**config.mk**
```make
export PLATFORM = sky130hd
export DESIGN_NAME = shift_stage16
export DESIGN_NICKNAME = d
export VERILOG_FILES = /design/src/rtl/shift_stage16_pkg.sv /design/src/rtl/shift_stage16_core.sv /design/src/rtl/shift_stage16.sv
export SDC_FILE = /design/constraint.sdc
export NUM_CORES = 1
export LEC_CHECK = 0
export CAP_MARGIN = 20
export CORE_MARGIN = 4
export CORE_UTILIZATION = 50
export CTS_CLUSTER_DIAMETER = 50
export DETAILED_ROUTE_END_ITERATION = 12
export PLACE_DENSITY = 0.72
export SLEW_MARGIN = 20
export SYNTH_ARGS = -nofsm -noshare
export SYNTH_HDL_FRONTEND = slang
export SYNTH_SLANG_ARGS = --single-unit
```
**constraint.sdc**
```tcl
create_clock -name clk -period 3.9 [get_ports clk]
set_input_delay 0.39 -clock clk [delete_from_list [all_inputs] [get_ports clk]]
set_output_delay 0.39 -clock clk [all_outputs]
set_load 0.02 [all_outputs]
```
**src/rtl/shift_stage16_pkg.sv**
```systemverilog
// Shared definitions for the 16-bit shift unit: datapath widths, shift
// opcodes and the register payloads carried between the pipeline stages.
package shift_stage16_pkg;

    localparam int WIDTH = 16;  // datapath width, fixed by the ISA
    localparam int SHW   = 4;   // shift-amount width, amounts 0..15

    // Shift opcodes as presented by decode.
    typedef enum logic [1:0] {
        OP_SLL = 2'b00,  // logical left, zero fill
        OP_SRL = 2'b01,  // logical right, zero fill
        OP_SRA = 2'b10,  // arithmetic right, sign fill
        OP_ROR = 2'b11   // rotate right
    } shift_op_e;

    // Operand register payload (S1).
    typedef struct packed {
        shift_op_e        op;
        logic [SHW-1:0]   shift;
        logic [WIDTH-1:0] data;
    } s1_payload_t;

    // Result register payload (S2).
    typedef struct packed {
        logic [WIDTH-1:0] data;
        logic             zero;
        logic             neg;
        logic             carry;
    } s2_payload_t;

    // Mirror a word end-for-end so a left shift can reuse the right-shift path.
    function automatic logic [WIDTH-1:0] bit_reverse(input logic [WIDTH-1:0] v);
        logic [WIDTH-1:0] r;
        r = '0;
        for (int i = 0; i < WIDTH; i++) begin
            r[i] = v[WIDTH-1-i];
        end
        return r;
    endfunction

endpackage

```
**src/rtl/shift_stage16_core.sv**
```systemverilog
// Combinational 16-bit barrel shifter built as a 4-level log shifter
// (1/2/4/8). Left shifts run through the right-shift path on a mirrored
// operand. A guard bit below the LSB catches the last bit shifted out,
// which becomes the carry.
module shift16_core
    import shift_stage16_pkg::*;
(
    input  shift_op_e        op,
    input  logic [SHW-1:0]   shift,
    input  logic [WIDTH-1:0] data,
    output logic [WIDTH-1:0] result,
    output logic             carry
);

    localparam logic [WIDTH:0] ALL_ONES = {(WIDTH+1){1'b1}};

    logic             mirror;     // operate on bit-reversed operand (SLL)
    logic             fill;       // bit shifted in from the top
    logic [WIDTH:0]   shift_acc;  // {word, guard} for SLL/SRL/SRA
    logic [WIDTH-1:0] rot_acc;    // word for ROR

    // Log-shifter: each set bit of the amount applies one power-of-two stage.
    always_comb begin
        // NOTE: every variable written in this block gets a default first, so
        // no path through the block can leave a value held and infer a latch.
        mirror    = (op == OP_SLL);
        fill      = (op == OP_SRA) && data[WIDTH-1];
        shift_acc = {(mirror ? bit_reverse(data) : data), 1'b0};
        rot_acc   = data;

        for (int lvl = 0; lvl < SHW; lvl++) begin
            if (shift[lvl]) begin
                shift_acc = (shift_acc >> (1 << lvl))
                          | (fill ? ~(ALL_ONES >> (1 << lvl)) : '0);
                rot_acc   = (rot_acc >> (1 << lvl))
                          | (rot_acc << (WIDTH - (1 << lvl)));
            end
        end
    end

    // Select the result path and the carry source for the opcode.
    always_comb begin
        result = shift_acc[WIDTH:1];
        carry  = shift_acc[0];
        case (op)
            OP_SLL: begin
                result = bit_reverse(shift_acc[WIDTH:1]);
                carry  = shift_acc[0];
            end
            OP_ROR: begin
                result = rot_acc;
                // A zero-amount rotate shifts nothing out.
                carry  = (shift != '0) && rot_acc[WIDTH-1];
            end
            default: begin
                result = shift_acc[WIDTH:1];
                carry  = shift_acc[0];
            end
        endcase
    end

endmodule

```
**src/rtl/shift_stage16.sv**
```systemverilog
// Execute-stage shift unit: an operand register (S1) feeding the
// combinational barrel shifter, and a result register (S2) toward writeback.
// Both stages share a valid/ready handshake so the unit runs at one
// operation per cycle and holds two operations under full backpressure.
module shift_stage16
    import shift_stage16_pkg::*;
(
    input  logic             clk,
    input  logic             reset,
    input  logic             in_valid,
    output logic             in_ready,
    input  logic [1:0]       in_op,
    input  logic [SHW-1:0]   in_shift,
    input  logic [WIDTH-1:0] in_data,
    output logic             out_valid,
    input  logic             out_ready,
    output logic [WIDTH-1:0] out_data,
    output logic             out_zero,
    output logic             out_neg,
    output logic             out_carry
);

    logic        s1_valid_q, s1_valid_d;
    s1_payload_t s1_q, s1_d;
    logic        out_valid_q, out_valid_d;
    s2_payload_t s2_q, s2_d;

    logic             s2_advance;
    logic             in_fire;
    logic [WIDTH-1:0] core_result;
    logic             core_carry;

    shift16_core u_core (
        .op     (s1_q.op),
        .shift  (s1_q.shift),
        .data   (s1_q.data),
        .result (core_result),
        .carry  (core_carry)
    );

    // Handshake: S2 can take a new value when empty or draining this cycle;
    // S1 can accept when empty or when it is moving into S2.
    always_comb begin
        s2_advance = !out_valid_q || out_ready;
        in_ready   = !s1_valid_q || s2_advance;
        in_fire    = in_valid && in_ready;
    end

    // S1 next state: load on accept, otherwise empty once moved into S2.
    always_comb begin
        s1_valid_d = s1_valid_q;
        s1_d       = s1_q;
        if (s2_advance) begin
            s1_valid_d = 1'b0;
        end
        if (in_fire) begin
            s1_valid_d = 1'b1;
            s1_d.op    = shift_op_e'(in_op);
            s1_d.shift = in_shift;
            s1_d.data  = in_data;
        end
    end

    // S2 next state: capture the shifter result and flags when advancing.
    always_comb begin
        out_valid_d = out_valid_q;
        s2_d        = s2_q;
        if (s2_advance) begin
            out_valid_d = s1_valid_q;
            if (s1_valid_q) begin
                s2_d.data  = core_result;
                s2_d.zero  = (core_result == '0);
                s2_d.neg   = core_result[WIDTH-1];
                s2_d.carry = core_carry;
            end
        end
    end

    // Pipeline registers with synchronous reset discarding both stages.
    always_ff @(posedge clk) begin
        // NOTE: state registers use non-blocking assignments so every register
        // samples the pre-edge values regardless of statement order.
        if (reset) begin
            s1_valid_q  <= 1'b0;
            s1_q        <= '0;
            out_valid_q <= 1'b0;
            s2_q        <= '0;
        end else begin
            s1_valid_q  <= s1_valid_d;
            s1_q        <= s1_d;
            out_valid_q <= out_valid_d;
            s2_q        <= s2_d;
        end
    end

    // Outputs come straight from the result register.
    always_comb begin
        out_valid = out_valid_q;
        out_data  = s2_q.data;
        out_zero  = s2_q.zero;
        out_neg   = s2_q.neg;
        out_carry = s2_q.carry;
    end

endmodule

```
==> impl_metrics.csv <==
group,metric,value,unit
global_route,grt_antenna_before_repair,0,
sta,tns,0,ns
logic_synthesis,syn_avg_cell_area,8.227,um2
logic_synthesis,syn_inst,494,
die,initial_core_util,52.05,%
logic_synthesis,synth_most_common_cell,"nand2_1",
route,routed_via_density,6.595,
sta,skew,0.004090,ns
route,dr.first_iter.drc_count,463,
route,antenna_left,0,
route,drc,0,
layout,syn2layout_area_growth,14.75,%
power_and_ir_drop,p_leak,0.001806,uW
global_route,grt_pass1_wl,20240,um
sta,fin_crit_sh,93.75,%
placed_design,routabilityCongestion,1.019,
layout,fillerInstances,703,
critical_path,crit_family,"compound AO/OA/AOI/OAI gates",
critical_path,required,4.12,ns
logic_synthesis,yosys.area.top_type_share,20.69,%
critical_path,cp-end-kind,"flop",
critical_path,path_depth,10,
layout,layout.cells.non_filler,620,
power_and_ir_drop,peakVddDrop,246.6,uV
placed_design,dp_hpwl,9347,um
run_status,status,"finished clean",
die,die_h,98.16,um
route,finalWirelength,12530,um
logic_synthesis,ys.flop_type,"dfxtp_1",
die,rows,32,
critical_path,cpPeakStageDelay,0.72,ns
sta,slew_violations,0,
logic_synthesis,syn_nets,524,
critical_path,cp_cell_sequence,"inv_1, ha_1, mux2_2, o22ai_1, nor3_1, a211oi_1, a22oi_1, or4_1, a2111o_1, o31ai_2",
logic_synthesis,ys_ff_latch,42,
route,wl_per_cell,20.20,um
sta,max_freq,0.2735,GHz
power_and_ir_drop,total_power,1323,uW
power_and_ir_drop,powerDensity,283.8,nW/um2
logic_synthesis,yosysTopAreaCell,"dfxtp_1",
critical_path,worstPathArrival,3.88,ns
logic_synthesis,synth_area_leaders,"dfxtp_1 21%, mux4_2 9.4%, mux4_1 9.1%",
clock_network,numCtsBuffers,5,
sta,finalSetupViolations,0,
global_route,grtUsageTotal,25.81,%
logic_synthesis,syn_area,4064,um2
sta,worst_pin_slew,0.8457,ns
sta,period_minus_slack,3.656,ns
clock_network,cts_buffer_depth,2,
clock_network,clk_pin_slew_worst_paths,0.08,ns
critical_path,cp_max_fo,19,
global_route,grt-ovfl-total,0,
logic_synthesis,synthArstFlopShare,0,%
critical_path,slowest_stage,"ha_1",
clock_network,hold_buffers,0,
critical_path,worstSetupPathType,"reg -> reg",
clock_network,cts.sinks,42,
clock_network,cts_root_buf,"clkbuf_8",
logic_synthesis,ys_warn_count,0,
die,dieArea,9634,um2
sta,rsz0062_at_grt,"false",
sta,hold_violations,0,
clock_network,htree_levels,2,
route,firstDrtPassIters,6,
global_route,grt_max_degree,43,
logic_synthesis,synthTopCellsByCount,"97 x nand2_1, 50 x a21oi_1, 42 x dfxtp_1",
placed_design,port_buffers,46,
die,fp.dieW,98.16,um
logic_synthesis,yosys.cell_types.count,59,
route,vias,4089,
logic_synthesis,yosysSeqAreaShare,20.69,%
clock_network,cts_setup_buffers,0,
layout,layout-drive-gt1-share,12.16,%
layout,layout.nets,547,
critical_path,start_kind,"flop",
sta,maxSlewHeadroom,43.62,%
critical_path,critPathBufInv,1,
die,coreArea,7807,um2
clock_network,cts_tree,"built",
clock_network,cts_resized,0,
die,num_io_pins,47,
job,cap_viol_max_count,0,
placed_design,dp.cells,612,
worst_hold_path,holdPathStages,2,
sta,holdWs,0.4576,ns
global_route,grt_pass1_vias,3872,
clock_network,clk_latency,0.30,ns
critical_path,r2r.worst_path.cells,10,
layout,antennaDiodeCount,0,
logic_synthesis,synth-edff-count,0,
worst_hold_path,hp-class,"reg -> reg",
==> cells by family after synthesis <==
| family | share of synthesized area (%) |
|---|---|
| AOI/OAI and AO/OA | 21.03 |
| adders and majority gates | 1.232 |
| buffers and inverters | 6.896 |
| DFF | 20.69 |
| muxes | 30.42 |
| and+or+nand+nor | 19.74 |
==> power breakdown <==
group	leakage, uW	switching [uW]	internal (uW)
combinational	0.00141	264	214
sequential	0.000344	45.2	452
clock	0.0000514	157	191
total	0.00181	466	858
==> cell type report <==
class / instances / area, um2 / share of cell area [%]
Clock inverter: 2 / 37.54 / 0.8049
Inverter: 10 / 37.54 / 0.8049
Clock buffer: 6 / 72.57 / 1.556
Tap cell: 102 / 127.6 / 2.737
Timing Repair Buffer: 65 / 603.1 / 12.93
Multi-Input combinational cell: 393 / 2943 / 63.11
Sequential cell: 42 / 842.1 / 18.06
==> placed cells by master (no fill, tap or decap), drive strengths merged, types with 4 or more instances in the layout <==
cell type / count
clkbuf: 6
ha: 4
inv: 7
o221ai: 4
buf: 19
mux4: 31
o31ai: 5
a21oi: 50
o211ai: 9
a31oi: 5
nor2: 23
mux2i: 35
nor2b: 13
mux2: 12
nor3: 7
a221oi: 4
nand2: 97
a22oi: 7
dfxtp: 42
o21ai: 20
nand3: 10
nand2b: 8
clkdlybuf4s50: 46
or2: 4
o22ai: 9
==> path summary, 6_finish.rpt <==
check               from           to  slack [ns]
max             s1_q[20]     out_zero        0.24
min reg2reg  out_data[6]  out_data[6]        0.46
max reg2reg     s1_q[20]     out_zero        0.24
min          out_data[6]  out_data[6]        0.46
==> worst register-to-register path, delay by kind of cell, from the launching register on <==
family	cells	cell delay, ns
compound gates	5	1.39
fa+ha+maj	1	0.72
simple gates	2	0.58
mux	1	0.47
flops	1	0.33
buf+inv	1	0.11
==> state kept, by name, summed over array words and instances (netlist names) <==
name        count
out_carry       1
out_zero        1
out_valid       1
s1_valid_q      1
s1_q           22
out_data       16
==> routing by layer <==
| layer | global-route usage (%) | vias up | wire length (um) |
|---|---|---|---|
| li1 | - | 1892 | - |
| met2 | 41.88 | 274 | 5639 |
| met4 | 10.92 | 0 | 535 |
| met1 | 33.44 | 1866 | 4974 |
| met3 | 5.429 | 57 | 1375 |
| met5 | 0 | - | 0 |
==> metrics by stage <==
step / area [um2] / setup WS (ns) / util (%)
after CTS: 4663 / 0.3267 / 59.73
after global placement: 4553 / 0.4152 / 58.32
after global routing: 4663 / 0.1146 / 59.73
final: 4663 / 0.2438 / 59.73
after floorplan: 4064 / 0.9057 / -
after detailed placement: 4553 / 0.3556 / 58.32
Note: power is estimated with default switching activity, not from simulation.
==> variant: new RTL, same settings <==
The package constant `SHW` goes from 4 to 3.
--- a/src/rtl/shift_stage16_pkg.sv
+++ b/src/rtl/shift_stage16_pkg.sv
@@ -5,3 +5,3 @@
     localparam int WIDTH = 16;  // datapath width, fixed by the ISA
-    localparam int SHW   = 4;   // shift-amount width, amounts 0..15
+    localparam int SHW   = 3;   // shift-amount width, amounts 0..15
 
Interface: changed (resized in_shift); port bits go from 47 to 46. No check against the original RTL was run, so the function may have changed too.
==> variant against the unedited design <==
  * Wire length is 13% lower
  * Design area is 11% lower
  * Sequential cell count is 1 lower
  * Setup slack better by 230 ps
  * Total power is 3.6% lower
  * Critical path depth stayed put
  * Synthesized cell count is 7.3% lower
  * Non-clock buffer count is 9 lower
  * Synthesized area is 11% lower
  * Critical path type unchanged
  * Largest power group unchanged
==> variant: results <==
clock_network:
  cts_made_buffers: 5
  clock_latency_ps: 300
  post_cts_resize_count: 0
power_and_ir_drop:
  pg_seq_uw: 485
  power.switching_uw: 446
  ir_drop_mv: 0.165
  intPower_uw: 830
  pwr-share-comb: 0.345
  power.static_leakage_nw: 1.59
synthesis:
  ys_seq_area_frac: 0.227
  synth_area_leaders: "dfxtp_1, nand2_1, mux4_2, mux2i_1, a21oi_1"
  avgSynthCellArea_um2: 7.90
  syn_nets: 487
  ys_types: 61
  synth_commonest_cells: "nand2_1, a21oi_1, dfxtp_1"
  yosys_warnings: 0
critical_path:
  r2r_slack_ps: 470
  crit_arrival_ps: 3660
  rr_startpoint: "s1_q[19]"
  max_stage_delay_ps: 890
  cp_max_fo: 24
placement:
  place.gp.congestion: 1.06
  port_buffers: 45
  placedCellCount: 569
  place_area_um2: 4030
cells_and_area:
  drive_above_1_share: 0.129
  largest_register_ff_count: 21
  diodes: 0
  nets: 509
  stdcell_count: 577
grt:
  grtUsageMet1: 0.340
  grt_max_degree: 33
  grt.met2_usage: 0.379
  grt_pass1_wl_um: 17100
  met3_usage: 0.0491
  grt_pass1_vias: 3394
timing:
  worst_pin_slew_ps: 1100
  clock-skew-final_ps: 5.56
outcome:
  outcome: "completed"
drt:
  drt_iter0_drc: 545
  vias_per_cell: 6.38
  wl_per_cell_um: 18.9
worst_hold_path:
  hold_end: "out_data[4]"
  hp-start: "out_data[4]"
==> variant: cell types whose count changed in the layout (fill, tap and decap cells not counted), sizes merged, moves of 4 or more <==
cell and delta:
nor2 +13, mux2 +8, nand3 -6, nand2 +8, o21ai -5, nor2b -6, o221ai -4, nand2b -5
a21oi -6, mux4 -16, buf -8, mux2i -6
==> variant: routing by layer <==
layer	routed length, um	part of all wire
met4	496	0.045
met5	0	0
met2	4740	0.43
met1	4720	0.43
met3	967	0.089
==> variant: through the flow <==
stage                util  hold slack (ps)  setup slack (ps)
floorplan               -              454              1490
global placement    0.584              444               798
detailed placement  0.584              448               660
CTS                 0.600              460               588
global route        0.600              483               341
finish              0.600              455               469
==> variant: worst max path at each step <==
| stage | startpoint | endpoint | slack (ps) | cells past startpoint |
|---|---|---|---|---|
| final | s1_q[19] | out_zero | 470 | 10 |
| after global routing | s1_q[19] | out_zero | 340 | 10 |
| after CTS | s1_q[19] | out_zero | 590 | 10 |
| after detailed placement | s1_q[19] | out_zero | 660 | 10 |
| after global placement | s1_q[19] | out_zero | 800 | 10 |
| after floorplan | s1_q[19] | out_zero | 1490 | 11 |
==> variant: layout make-up <==
type	count	area, um^2
multi-input cells	368	2530
repair buffers	56	533
flip-flops and latches	41	821
inverters	8	30.0
well taps	96	120
clock buffers	6	72.6
clock inverters	2	38.8
fillers	662	2770
==> variant: kinds of logic (layout without fill, tap and decap cells) <==
logic type,count (synthesis),after routing,synth area share
compound gates,120,120,0.220
fa+ha+maj,4,4,0.0138
buf+inv,49,72,0.0744
flops,41,41,0.227
mux,64,64,0.249
simple gates,180,180,0.216
==> variant: critical path: cells and delay by family, from the launching register on <==
family | cells | cell delay, ps
fa+ha+maj | 1 | 890
simple gates | 3 | 640
flops | 1 | 330
buf+inv | 1 | 100
compound gates | 4 | 930
mux | 1 | 460
